### src/rtl/ctrl_fsm_pkg.sv
// Shared encodings for the fetch/decode/execute controller: widths, FSM states,
// opcodes, branch condition codes and flag bit positions.
package ctrl_fsm_pkg;

  localparam int DATA_W  = 16;
  localparam int REG_W   = 4;
  localparam int ALUOP_W = 4;
  localparam int PSR_W   = 3;

  localparam int PSR_C = 0;
  localparam int PSR_Z = 1;
  localparam int PSR_N = 2;

  typedef enum logic [1:0] {
    FETCH  = 2'd0,
    DECODE = 2'd1,
    EXEC   = 2'd2,
    MEM    = 2'd3
  } state_t;

  localparam logic [3:0] OP_ALUR  = 4'b0000;
  localparam logic [3:0] OP_ALUI  = 4'b0001;
  localparam logic [3:0] OP_LOAD  = 4'b0100;
  localparam logic [3:0] OP_STOR  = 4'b0101;
  localparam logic [3:0] OP_JAL   = 4'b0110;
  localparam logic [3:0] OP_BCOND = 4'b1100;

  localparam logic [3:0] CC_EQ = 4'b0000;
  localparam logic [3:0] CC_NE = 4'b0001;
  localparam logic [3:0] CC_CS = 4'b0010;
  localparam logic [3:0] CC_CC = 4'b0011;
  localparam logic [3:0] CC_MI = 4'b0100;
  localparam logic [3:0] CC_PL = 4'b0101;
  localparam logic [3:0] CC_AL = 4'b1110;

  typedef struct packed {
    logic [3:0] op;
    logic [3:0] rd;
    logic [3:0] ext;
    logic [3:0] rs;
  } instr_t;

  function automatic logic [DATA_W-1:0] ext_imm4(input logic [3:0] v, input logic sext);
    return sext ? {{(DATA_W-4){v[3]}}, v} : {{(DATA_W-4){1'b0}}, v};
  endfunction

endpackage

### src/rtl/ctrl_fsm_cond_eval.sv
// Branch condition evaluator: decides whether a BCOND is taken from the latched
// flag register and the 4-bit condition field.
module cond_eval
  import ctrl_fsm_pkg::*;
(
  input  logic [PSR_W-1:0] flags,
  input  logic [3:0]       cond,
  output logic             taken
);

  always_comb begin
    taken = 1'b0;
    case (cond)
      CC_EQ:   taken = flags[PSR_Z];
      CC_NE:   taken = ~flags[PSR_Z];
      CC_CS:   taken = flags[PSR_C];
      CC_CC:   taken = ~flags[PSR_C];
      CC_MI:   taken = flags[PSR_N];
      CC_PL:   taken = ~flags[PSR_N];
      CC_AL:   taken = 1'b1;
      default: taken = 1'b0;
    endcase
  end

endmodule

### src/rtl/ctrl_fsm.sv
// Multi-cycle fetch/decode/execute controller owning PC, IR and flags.
// Optional single-step control is compiled in with CTRL_SINGLE_STEP_EN.
//   state  | meaning
//   FETCH  | request instruction at pc; latch IR and bump pc on ack
//   DECODE | one settle cycle for the regfile read
//   EXEC   | ALU/JAL writeback strobes, flag latch, pc redirect
//   MEM    | load/store transfer at dSrc, held until ack
module ctrl_fsm
  import ctrl_fsm_pkg::*;
#(
  parameter logic [DATA_W-1:0] RESET_PC = 16'h0000,
  parameter bit                IMM_SEXT = 1'b1
) (
  input  logic               clk,
  input  logic               reset,
  input  logic [PSR_W-1:0]   psrIn,
  input  logic [DATA_W-1:0]  dSrc,
  input  logic               mem_ack,
  input  logic [DATA_W-1:0]  mem_rdata,
`ifdef CTRL_SINGLE_STEP_EN
  input  logic               step,
  output logic               halted,
`endif
  output logic               write,
  output logic               IMM_MUX,
  output logic               SRAM_OUT,
  output logic               RA_BUF,
  output logic [REG_W-1:0]   rSrc,
  output logic [REG_W-1:0]   rDst,
  output logic [ALUOP_W-1:0] aluOp,
  output logic [DATA_W-1:0]  pc,
  output logic [DATA_W-1:0]  imm,
  output logic               mem_req,
  output logic               mem_we,
  output logic [DATA_W-1:0]  mem_addr
);

  state_t            state;
  instr_t            ir;
  logic [PSR_W-1:0]  flags;
  logic              write_r;
  logic              go;
  logic              taken;
  logic              is_alu, is_alui, is_load, is_stor, is_jal, is_bcond;
  logic              load_done;
  logic [DATA_W-1:0] disp_sext;
  logic [DATA_W-1:0] pc_exec;

`ifdef CTRL_SINGLE_STEP_EN
  assign go     = step;
  assign halted = (state == FETCH) && !mem_req;
`else
  assign go = 1'b1;
`endif

  cond_eval u_cond_eval (
    .flags (flags),
    .cond  (ir.rd),
    .taken (taken)
  );

  assign rDst  = ir.rd;
  assign rSrc  = ir.rs;
  assign aluOp = ir.ext;
  assign imm   = ext_imm4(ir.rs, IMM_SEXT);

  always_comb begin
    is_alu    = (ir.op == OP_ALUR) || (ir.op == OP_ALUI);
    is_alui   = (ir.op == OP_ALUI);
    is_load   = (ir.op == OP_LOAD);
    is_stor   = (ir.op == OP_STOR);
    is_jal    = (ir.op == OP_JAL);
    is_bcond  = (ir.op == OP_BCOND);
    disp_sext = {{(DATA_W-8){ir.ext[3]}}, ir.ext, ir.rs};
    pc_exec   = pc;
    if (is_jal)
      pc_exec = dSrc;
    else if (is_bcond && taken)
      pc_exec = pc + disp_sext;
  end

  // Load writeback can only be known in the ack cycle itself, so it is the one
  // strobe qualified by the live mem_ack; reset masks it so an ack racing a
  // reset edge is never seen as a write.
  assign load_done = (state == MEM) && is_load && mem_ack && !reset;
  assign write     = write_r | load_done;
  assign SRAM_OUT  = load_done;

  always_ff @(posedge clk) begin
    if (reset) begin
      state    <= FETCH;
      pc       <= RESET_PC;
      ir       <= '0;
      flags    <= '0;
      write_r  <= 1'b0;
      IMM_MUX  <= 1'b0;
      RA_BUF   <= 1'b0;
      mem_req  <= 1'b0;
      mem_we   <= 1'b0;
      mem_addr <= RESET_PC;
    end else begin
      case (state)
        FETCH: begin
          mem_we <= 1'b0;
          if (!mem_req) begin
            mem_addr <= pc;
            mem_req  <= go;
          end else if (mem_ack) begin
            ir      <= mem_rdata;
            pc      <= pc + 16'd1;
            mem_req <= 1'b0;
            state   <= DECODE;
          end
        end
        DECODE: begin
          write_r <= is_alu || is_jal;
          IMM_MUX <= is_alui;
          RA_BUF  <= is_jal;
          state   <= EXEC;
        end
        EXEC: begin
          write_r <= 1'b0;
          IMM_MUX <= 1'b0;
          RA_BUF  <= 1'b0;
          pc      <= pc_exec;
          if (is_alu)
            flags <= psrIn;
          if (is_load || is_stor) begin
            mem_req  <= 1'b1;
            mem_we   <= is_stor;
            mem_addr <= dSrc;
            state    <= MEM;
          end else begin
            mem_req  <= go;
            mem_addr <= pc_exec;
            state    <= FETCH;
          end
        end
        MEM: begin
          if (mem_ack) begin
            mem_req  <= go;
            mem_we   <= 1'b0;
            mem_addr <= pc;
            state    <= FETCH;
          end
        end
        default: state <= FETCH;
      endcase
    end
  end

endmodule
### config.mk
export PLATFORM = sky130hd
export DESIGN_NAME = ctrl_fsm
export DESIGN_NICKNAME = d
export VERILOG_FILES = /design/src/rtl/ctrl_fsm_pkg.sv /design/src/rtl/ctrl_fsm_cond_eval.sv /design/src/rtl/ctrl_fsm.sv
export SDC_FILE = /design/constraint.sdc
export NUM_CORES = 1
export LEC_CHECK = 0
export CAP_MARGIN = 15
export CORE_MARGIN = 2
export CORE_UTILIZATION = 40
export CTS_BUF_LIST = sky130_fd_sc_hd__clkbuf_4 sky130_fd_sc_hd__clkbuf_8 sky130_fd_sc_hd__clkbuf_16
export DETAILED_ROUTE_END_ITERATION = 7
export GPL_TIMING_DRIVEN = 0
export PLACE_DENSITY = 0.67
export SETUP_SLACK_MARGIN = 0.15
export SLEW_MARGIN = 20
export SYNTH_ARGS = -nofsm -noshare
export SYNTH_HDL_FRONTEND = slang
export SYNTH_SLANG_ARGS = --single-unit
### constraint.sdc
create_clock -name clk -period 3.1 [get_ports clk]
set_input_delay 0.62 -clock clk [delete_from_list [all_inputs] [get_ports clk]]
set_output_delay 0.62 -clock clk [all_outputs]
set_load 0.005 [all_outputs]
==> results of run 1 <==
==> path summary, 6_finish.rpt <==
check | to | from | depth (start not counted) | slack [ns]
max reg2reg | mem_addr[10] | pc[0] | 9 | 0.26
min | mem_we | mem_we | 2 | 0.46
max | write | ir[15] | 6 | 0.22
min reg2reg | mem_we | mem_we | 2 | 0.46
==> power by group <==
group | internal, mW | switching (mW)
combinational | 0.764 | 0.982
sequential | 0.922 | 0.170
clock | 0.405 | 0.333
total | 2.09 | 1.48
==> kinds of logic (layout without fill, tap and decap cells) <==
| kind of cell | count (synthesis) | in the layout | share of synthesized area |
|---|---|---|---|
| AOI/OAI and AO/OA | 187 | 187 | 0.286 |
| xor gates and xnor gates | 11 | 11 | 0.0220 |
| adders and majority gates | 21 | 21 | 0.0619 |
| buffers and inverters | 76 | 194 | 0.0934 |
| DFF | 58 | 58 | 0.266 |
| muxes | 14 | 14 | 0.0326 |
| and+or+nand+nor | 214 | 214 | 0.239 |
==> metal layers <==
layer / wire, microns / share of wire
met2: 8090 / 0.47
met4: 420 / 0.024
met5: 0 / 0
met3: 1300 / 0.075
met1: 7560 / 0.44
==> flip-flops by register name (all words and copies together), names as in the netlist, 2 cells and up <==
register  count
mem_addr     16
pc           16
aluOp         4
ir            4
rDst          4
rSrc          4
flags         3
state         2
==> cell type report <==
type | count | area share
Buffer | 67 | 0.0655
Sequential cell | 58 | 0.200
Clock inverter | 3 | 0.00688
Timing Repair Buffer | 103 | 0.177
Clock buffer | 12 | 0.0262
Inverter | 9 | 0.00580
Tap cell | 140 | 0.0301
Multi-Input combinational cell | 447 | 0.488
==> timing repair <==
action / in CTS / in global routing
setup endpoints to repair: 7 / 18
resized for setup: 6 / 17
pin swaps: 0 / 1
buffers inserted: 0 / 1
==> cells in the mapped netlist (12+ instances only) <==
cell      number
nor2_1        55
mux2i_1       12
ha_1          20
a31oi_1       13
and3_1        20
nand2_1       59
a21oi_1       65
o21ai_0       19
clkbuf_1      34
dfxtp_1       58
nor3_1        16
nand3_1       18
a311oi_1      13
buf_4         28
==> worst register-to-register path: cells and delay by family (launching register included) <==
family,cells,cell delay (ns)
compound gates,4,1.01
fa+ha+maj,2,0.65
simple gates,2,0.40
flops,1,0.38
mux,1,0.34
==> through the flow <==
stage               power [mW]  setup TNS, ns  std cells  worst slack, ns  utilization
floorplan                 2.00              0        581            0.428            -
global placement          2.79         -0.332        823           -0.239        0.518
detailed placement        2.80         -0.305        823           -0.229        0.518
CTS                       3.53              0        838            0.136        0.539
global route              3.77              0        839            0.113        0.542
finish                    3.57              0        839            0.218        0.542
==> flow_summary.ini, run 1 <==
[routing]
drc_errors = 0
drt-initial-drc-count = 453
avgRoutedWirePerCell_microns = 20.7
num_vias = 5064
dr.pass1.iters = 5
avgViaCountPerCell = 6.04
drtAntennaViolNets = 0
wirelength_microns = 17400

[global_routing]
grt.total_usage = 0.296
grt_start_max_net_pins = 17
use_met1 = 0.401
grt_antenna_before_repair = 0
grt-busiest-layer = met2
grt-ovfl-total = 0
grt_pass1_vias = 4636
grt_util_met2 = 0.488
grt_pass1_wl_microns = 26200
met3_usage = 0.0332

[yosys]
netlist_area_sq_um = 4370
synth_ff_type = dfxtp_1
synth_nets = 640
ys_seq_elements = 58
yosysTopAreaCellShare = 0.266
post_synth_main_area_contributors = dfxtp_1 (27%), a21oi_1 (7.4%), ha_1 (5.7%), nand2_1 (5.1%), buf_4 (4.8%)
postSynthAreaPerCell_sq_um = 7.52
ys_seq_area_frac = 0.266
synthCells = 581
synth_cell_types = 65
synth_edf_count = 0
synth-async-reset-ratio = 0
synth_top_cell_by_area = dfxtp_1
yosys_warnings = 0

[placed_design]
portBuffers = 102
hpwl_microns = 12900
gp_congestion = 0.961
post_dp_cell_area_sq_um = 5570

[floorplanning]
die_area_sq_um = 11800
die_h_microns = 109
ioPinCount = 104
start_util = 0.407
core-area_sq_um = 10700
die_x_microns = 109
rows = 38

[critical_path]
arrival_ns = 2.26
crit_chain = nand2b_1, nor2_4, clkbuf_4, and4_1, or2_2, clkdlybuf4s50_1
path_delay_family = simple AND/OR/NAND/NOR gates
cp_slowest_cell = clkdlybuf4s50_1
critPathBufInv = 2
setup.worst_path.end_class = primary output
cp-start-kind = register
crit_required_ns = 2.48
worst-setup-path-type = reg -> out
max_stage_delay_ns = 0.44
cp_max_fo = 10

[final_layout]
fin_area_sq_um = 5820
seq_area_sq_um = 1170
final_nets = 754
antenna_cells = 0
syn2layout_area_growth_pct = 33.3
multi_input_area_sq_um = 2840
final_cell_mix = clkdlybuf4s50_1 (102), a21oi_1 (64), nand2_1 (59), dfxtp_1 (53), nor2_1 (53)
final_common_cell = clkdlybuf4s50_1
n_fill_cell = 1083
layout-drive-gt1-share = 0.103

[timing]
max_slew_margin = 0.361
drv_slew = 0
setup_viol = 0
hold_viol_final = 0
post-route-min-period_ns = 2.88
fin_skew_ns = 0.0119
maxClockFrequency_ghz = 0.347
holdWs_ns = 0.462
tightest_slew_ns = 0.950
fin_crit_sh = 0.930
rsz0062_at_grt = yes

[clock_tree]
cts.path.max_buffers = 2
clk_latency_ns = 0.35
clock-sinks = 58
cts_made_buffers = 9
clk_pin_slew_ns = 0.06
cts.htree.levels = 3
cts_root_buf = clkbuf_8
cts_tree = done
cts_hold_buf = 0

[min_path]
hold_class = reg -> reg

[outcome]
outcome = completed

[power_and_ir_drop]
power_density_nw_per_um2 = 614
ir_drop_mv = 0.423
p_leak_nw = 2.22

[flow_run]
cap_violations = 0
No activity file was read; power rests on OpenSTA's default activity.
==> inputs of run 2 (changes only) <==
Settings changed: CAP_MARGIN 15 to 5, CORE_UTILIZATION 40 to 30, PLACE_DENSITY 0.67 to unset.
Clock period 3.1 ns to 3.5 ns, I/O delays scaled along.
==> run 2 against run 1 <==
Against the previous run:
- via count decreased by 3.1%
- global-route usage shrank 8.0 points
- critical endpoint is now mem_addr[10]
- cell area up 2.6%
- sequential share of layout area is 0.60 points lower
- largest cell class unchanged
- sequential power fell by 11%
- clock-buffer cell count down 1
- cell count increased by 5.2%
- die area rose by 32%
- clock skew is 0.0034 ns lower
- combinational power down 14%
- register-to-register slack gained 0.04 ns
==> flow_summary.ini, run 2 (synthesized netlist as in run 1, its figures left out) <==
[min_path]
whs_path_depth = 2
hold_class = reg -> reg

[global_routing]
grt_pass1_wl_microns = 26600
grt_start_max_net_pins = 17
use_met1 = 0.293
met3_usage = 0.0498
grt_util_met2 = 0.344
grt_pass1_vias = 4610
grt.total_usage = 0.217
grt-ovfl-total = 0
grt-busiest-layer = met2
grt_antenna_before_repair = 0

[timing]
tightest_slew_ns = 1.03
rsz0062_at_grt = no
maxClockFrequency_ghz = 0.312
post-route-min-period_ns = 3.20
fin_skew_ns = 0.00850
fin_crit_sh = 0.916
max_slew_margin = 0.307
hold_viol_final = 0
setup_tns_ns = 0
setup_slack_ns = 0.295
setup_viol = 0
drv_slew = 0

[clock_tree]
cts_setup_buffers = 0
clk_latency_ns = 0.33
cts.htree.levels = 3
clock-sinks = 58
cts_resized = 2
cts_made_buffers = 9
cts.path.max_buffers = 2
cts_hold_buf = 0
cts_tree = done
clk_pin_slew_ns = 0.05
cts_root_buf = clkbuf_16

[floorplanning]
core-area_sq_um = 14400
die_x_microns = 125
die_h_microns = 125
die_area_sq_um = 15500
start_util = 0.304
rows = 44
ioPinCount = 104

[critical_path]
arrival_ns = 3.44
setup.worst_path.end_class = register
cp.depth = 9
path_delay_family = compound AO/OA/AOI/OAI gates
worst-setup-path-type = reg -> reg
cp-start-kind = register
cp_slowest_cell = dfxtp_1
crit_required_ns = 3.73
crit_chain = ha_1, fa_1, a21o_1, a221oi_4, nand2b_1, mux2_2, nor3_1, o21ai_0, a211oi_1
critPathBufInv = 0
r2r_cells = 9
cp_max_fo = 10
max_stage_delay_ns = 0.44

[power_and_ir_drop]
power_frac_comb = 0.438
p_sw_frac = 0.381
p_int_mw = 2.14
p_leak_nw = 2.25
power_density_nw_per_um2 = 578
ir_drop_mv = 0.300
pwr-share-clk = 0.282
pwr-share-seq = 0.280
switchingPower_mw = 1.31

[outcome]
outcome = completed

[final_layout]
largestRegisters = mem_addr (16), pc (16)
layout-drive-gt1-share = 0.0873
post-route-util = 0.416
final_nets = 753
final_common_cell = clkdlybuf4s50_1
antenna_cells = 0
final_cell_mix = clkdlybuf4s50_1 (102), a21oi_1 (65), nand2_1 (59), dfxtp_1 (58), nor2_1 (54)
syn2layout_area_growth_pct = 36.7

[placed_design]
gp_congestion = 0.923
hpwl_microns = 13000
dpl_worst_slack_ns = 0.0191
portBuffers = 102

[routing]
num_vias = 4907
dr.pass1.iters = 5
drt-initial-drc-count = 449
drtAntennaViolNets = 0
avgRoutedWirePerCell_microns = 19.6
avgViaCountPerCell = 5.56
drc_errors = 0
wirelength_microns = 17300

[flow_run]
cap_violations = 0
run 2: power by group through the flow:
| stage | clock network (mW) | logic [mW] | registers [mW] |
|---|---|---|---|
| floorplan | 0 | 0.822 | 0.950 |
| global placement | 0 | 1.48 | 0.971 |
| detailed placement | 0 | 1.49 | 0.980 |
| CTS | 0.986 | 1.50 | 0.967 |
| global route | 1.02 | 1.66 | 0.993 |
| finish | 0.973 | 1.51 | 0.966 |
run 2: area by class of cell:
class | count | area (sq um)
fill | 1495 | 8400
buffer | 67 | 375
inverter | 9 | 33.8
timing repair buffer | 102 | 1020
clock buffer | 11 | 246
tap | 184 | 230
sequential | 58 | 1160
clock inverter | 5 | 77.6
multi-input combinational | 447 | 2830
run 2: tightest hold or removal path: cells and delay by family, from the launching register on:
| kind | cells | cell delay, ns |
|---|---|---|
| AND/OR/NAND/NOR | 1 | 0.05 |
| flip-flops | 1 | 0.31 |
| AO/OA/AOI/OAI | 1 | 0.05 |
run 2: final timing paths:
kind                from            to  slack (ns)
hold reg to reg   mem_we        mem_we        0.46
hold / removal    mem_we        mem_we        0.46
setup / recovery   pc[0]  mem_addr[10]        0.30
setup reg to reg   pc[0]  mem_addr[10]        0.30
run 2: metal layers:
layer  wire (microns)  up-vias
met5                0        -
li1                 -     2356
met1             7660     2297
met4              264        0
met2             7870      231
met3             1540       23
run 2: metrics by stage:
| step | cell area (sq um) | std cells | hold slack (ns) | total power, mW |
|---|---|---|---|---|
| finish | 5970 | 883 | 0.459 | 3.45 |
| global route | 5970 | 883 | 0.497 | 3.67 |
| CTS | 5950 | 883 | 0.469 | 3.45 |
| detailed placement | 5620 | 867 | 0.458 | 2.47 |
| global placement | 5620 | 867 | 0.453 | 2.45 |
| floorplan | 4370 | 581 | 0.441 | 1.77 |
==> inputs of run 3 (changes only) <==
Settings changed: CORE_ASPECT_RATIO set to 1.1.
==> run 3 against run 2 <==
Against the previous run:
- routed wire length grew 3.8%
- worst setup slack better by 0.093 ns
- sequential share of layout area increased by 0.053 points
- clock skew down 0.0028 ns
- via count increased by 3.2%
- sequential power hardly changed
- clock power is 3.9% lower
- fmax up 3.0%
- register-to-register slack improved by 0.14 ns
- largest cell class unchanged
==> flow_summary.ini, run 3 (synthesized netlist as in run 1, its figures left out) <==
[timing]
setup_viol = 0
fin_crit_sh = 0.889
setup_slack_ns = 0.388
drv_slew = 0
rsz0062_at_grt = no
max_slew_margin = 0.318
setup_tns_ns = 0
fin_skew_ns = 0.00571
hold_viol_final = 0
holdWs_ns = 0.463
tightest_slew_ns = 1.01
post-route-min-period_ns = 3.11
maxClockFrequency_ghz = 0.321

[routing]
drtAntennaViolNets = 0
wirelength_microns = 18000
drt-initial-drc-count = 389
dr.pass1.iters = 6
drc_errors = 0
avgRoutedWirePerCell_microns = 20.2
avgViaCountPerCell = 5.68
num_vias = 5063

[global_routing]
grt_start_max_net_pins = 17
grt_pass1_wl_microns = 27600
grt.total_usage = 0.232
grt_pass1_vias = 4861
grt_antenna_before_repair = 0
grt-ovfl-total = 0

[critical_path]
max_stage_delay_ns = 0.48
rrSetupSlack_ns = 0.44
r2r_cells = 9
setup.worst_path.end_class = primary output
timing.rr.end = mem_addr[10]
cp_slowest_cell = clkdlybuf4s50_1
crit_chain = nand2b_1, nor2_2, clkbuf_2, and4_1, or2_2, clkdlybuf4s50_1
cp_max_fo = 10
worst-setup-path-type = reg -> out
cp-start-kind = register
r2r_start = pc[0]
arrival_ns = 2.41
crit_required_ns = 2.80

[final_layout]
n_fill_cell = 1523
multi_input_area_sq_um = 2810
instances_no_fill = 891
layout-drive-gt1-share = 0.0873
syn2layout_area_growth_pct = 36.3
post-route-util = 0.416
final_cell_mix = clkdlybuf4s50_1 (102), a21oi_1 (65), nand2_1 (59), dfxtp_1 (58), nor2_1 (54)
largestRegisters = mem_addr (16), pc (16)
final_nets = 753
antenna_cells = 0
seq_area_sq_um = 1160
final_common_cell = clkdlybuf4s50_1

[power_and_ir_drop]
ir_drop_mv = 0.190
p_leak_nw = 2.25
power_density_nw_per_um2 = 578

[placed_design]
gp_congestion = 0.950
hpwl_microns = 13500
dp.cells = 875
dpl_worst_slack_ns = 0.175
portBuffers = 102

[clock_tree]
clk_latency_ns = 0.34
clock-sinks = 58
cts_tree = done
cts_setup_buffers = 0
cts_made_buffers = 9
cts_root_buf = clkbuf_16
clk_pin_slew_ns = 0.05
cts.htree.levels = 3
cts.path.max_buffers = 2

[min_path]
hold_path_end = mem_we
hold_class = reg -> reg
worstHoldStart = mem_we
whs_path_depth = 2

[floorplanning]
die_x_microns = 119
start_util = 0.305
die_h_microns = 131
core-area_sq_um = 14300
rows = 46
ioPinCount = 104
die_area_sq_um = 15500

[flow_run]
cap_violations = 0

[outcome]
outcome = completed
run 3: cell count changes in the layout (fill, tap and decap cells not counted):
cell	change
bufinv_16	-1
a221oi_4	-1
nor3_2	+1
clkbuf_8	+1
nor3_1	-1
clkinv_2	-1
a221oi_2	+1
clkbuf_4	+2
o2111ai_2	-1
o2111ai_1	+1
clkinvlp_4	-1
run 3: worst max-delay path by stage:
| stage | endpoint | depth (start not counted) | from | slack [ns] |
|---|---|---|---|---|
| 2_1_floorplan | mem_addr[10] | 9 | pc[0] | 0.83 |
| 3_3_place_gp | pc[2] | 6 | mem_ack | 0.14 |
| 3_5_place_dp | pc[2] | 6 | mem_ack | 0.17 |
| 4_1_cts | mem_addr[10] | 9 | pc[0] | 0.17 |
| 5_1_grt | mem_addr[10] | 9 | pc[0] | 0.23 |
| 6_report | write | 6 | ir[15] | 0.39 |
run 3: power breakdown:
group,switching (mW),internal [mW]
sequential,0.147,0.816
clock,0.322,0.612
combinational,0.871,0.672
total,1.34,2.10
run 3: what timing repair did:
item	in CTS	in global routing
hold buffers	0	0
endpoints found under the setup margin	2	4
endpoints found under the hold margin	0	0
resized for setup	1	3
cloned	0	0
run 3: worst max-delay path, delay by kind of cell, from the launching register on:
kind	cells	cell delay [ns]
buffers and inverters	2	0.83
DFF	1	0.33
and+or+nand+nor	4	0.91
run 3: metal layers:
metal	global-route usage	wire (microns)
met1	0.291	7790
met2	0.401	8590
met3	0.0343	1050
met4	0.0994	568
met5	0	0
run 3: through the flow:
step,area [sq um],total power [mW]
floorplan,4370,1.77
global placement,5630,2.48
detailed placement,5630,2.50
CTS,5940,3.43
global route,5960,3.64
finish,5960,3.44
run 3: final cells by class:
cell class / instances / share of cell area
sequential: 58 / 0.195
timing repair buffer: 102 / 0.171
clock buffer: 14 / 0.0462
inverter: 9 / 0.00567
clock inverter: 2 / 0.00588
buffer: 67 / 0.0630
multi-input combinational: 447 / 0.472
tap: 192 / 0.0403
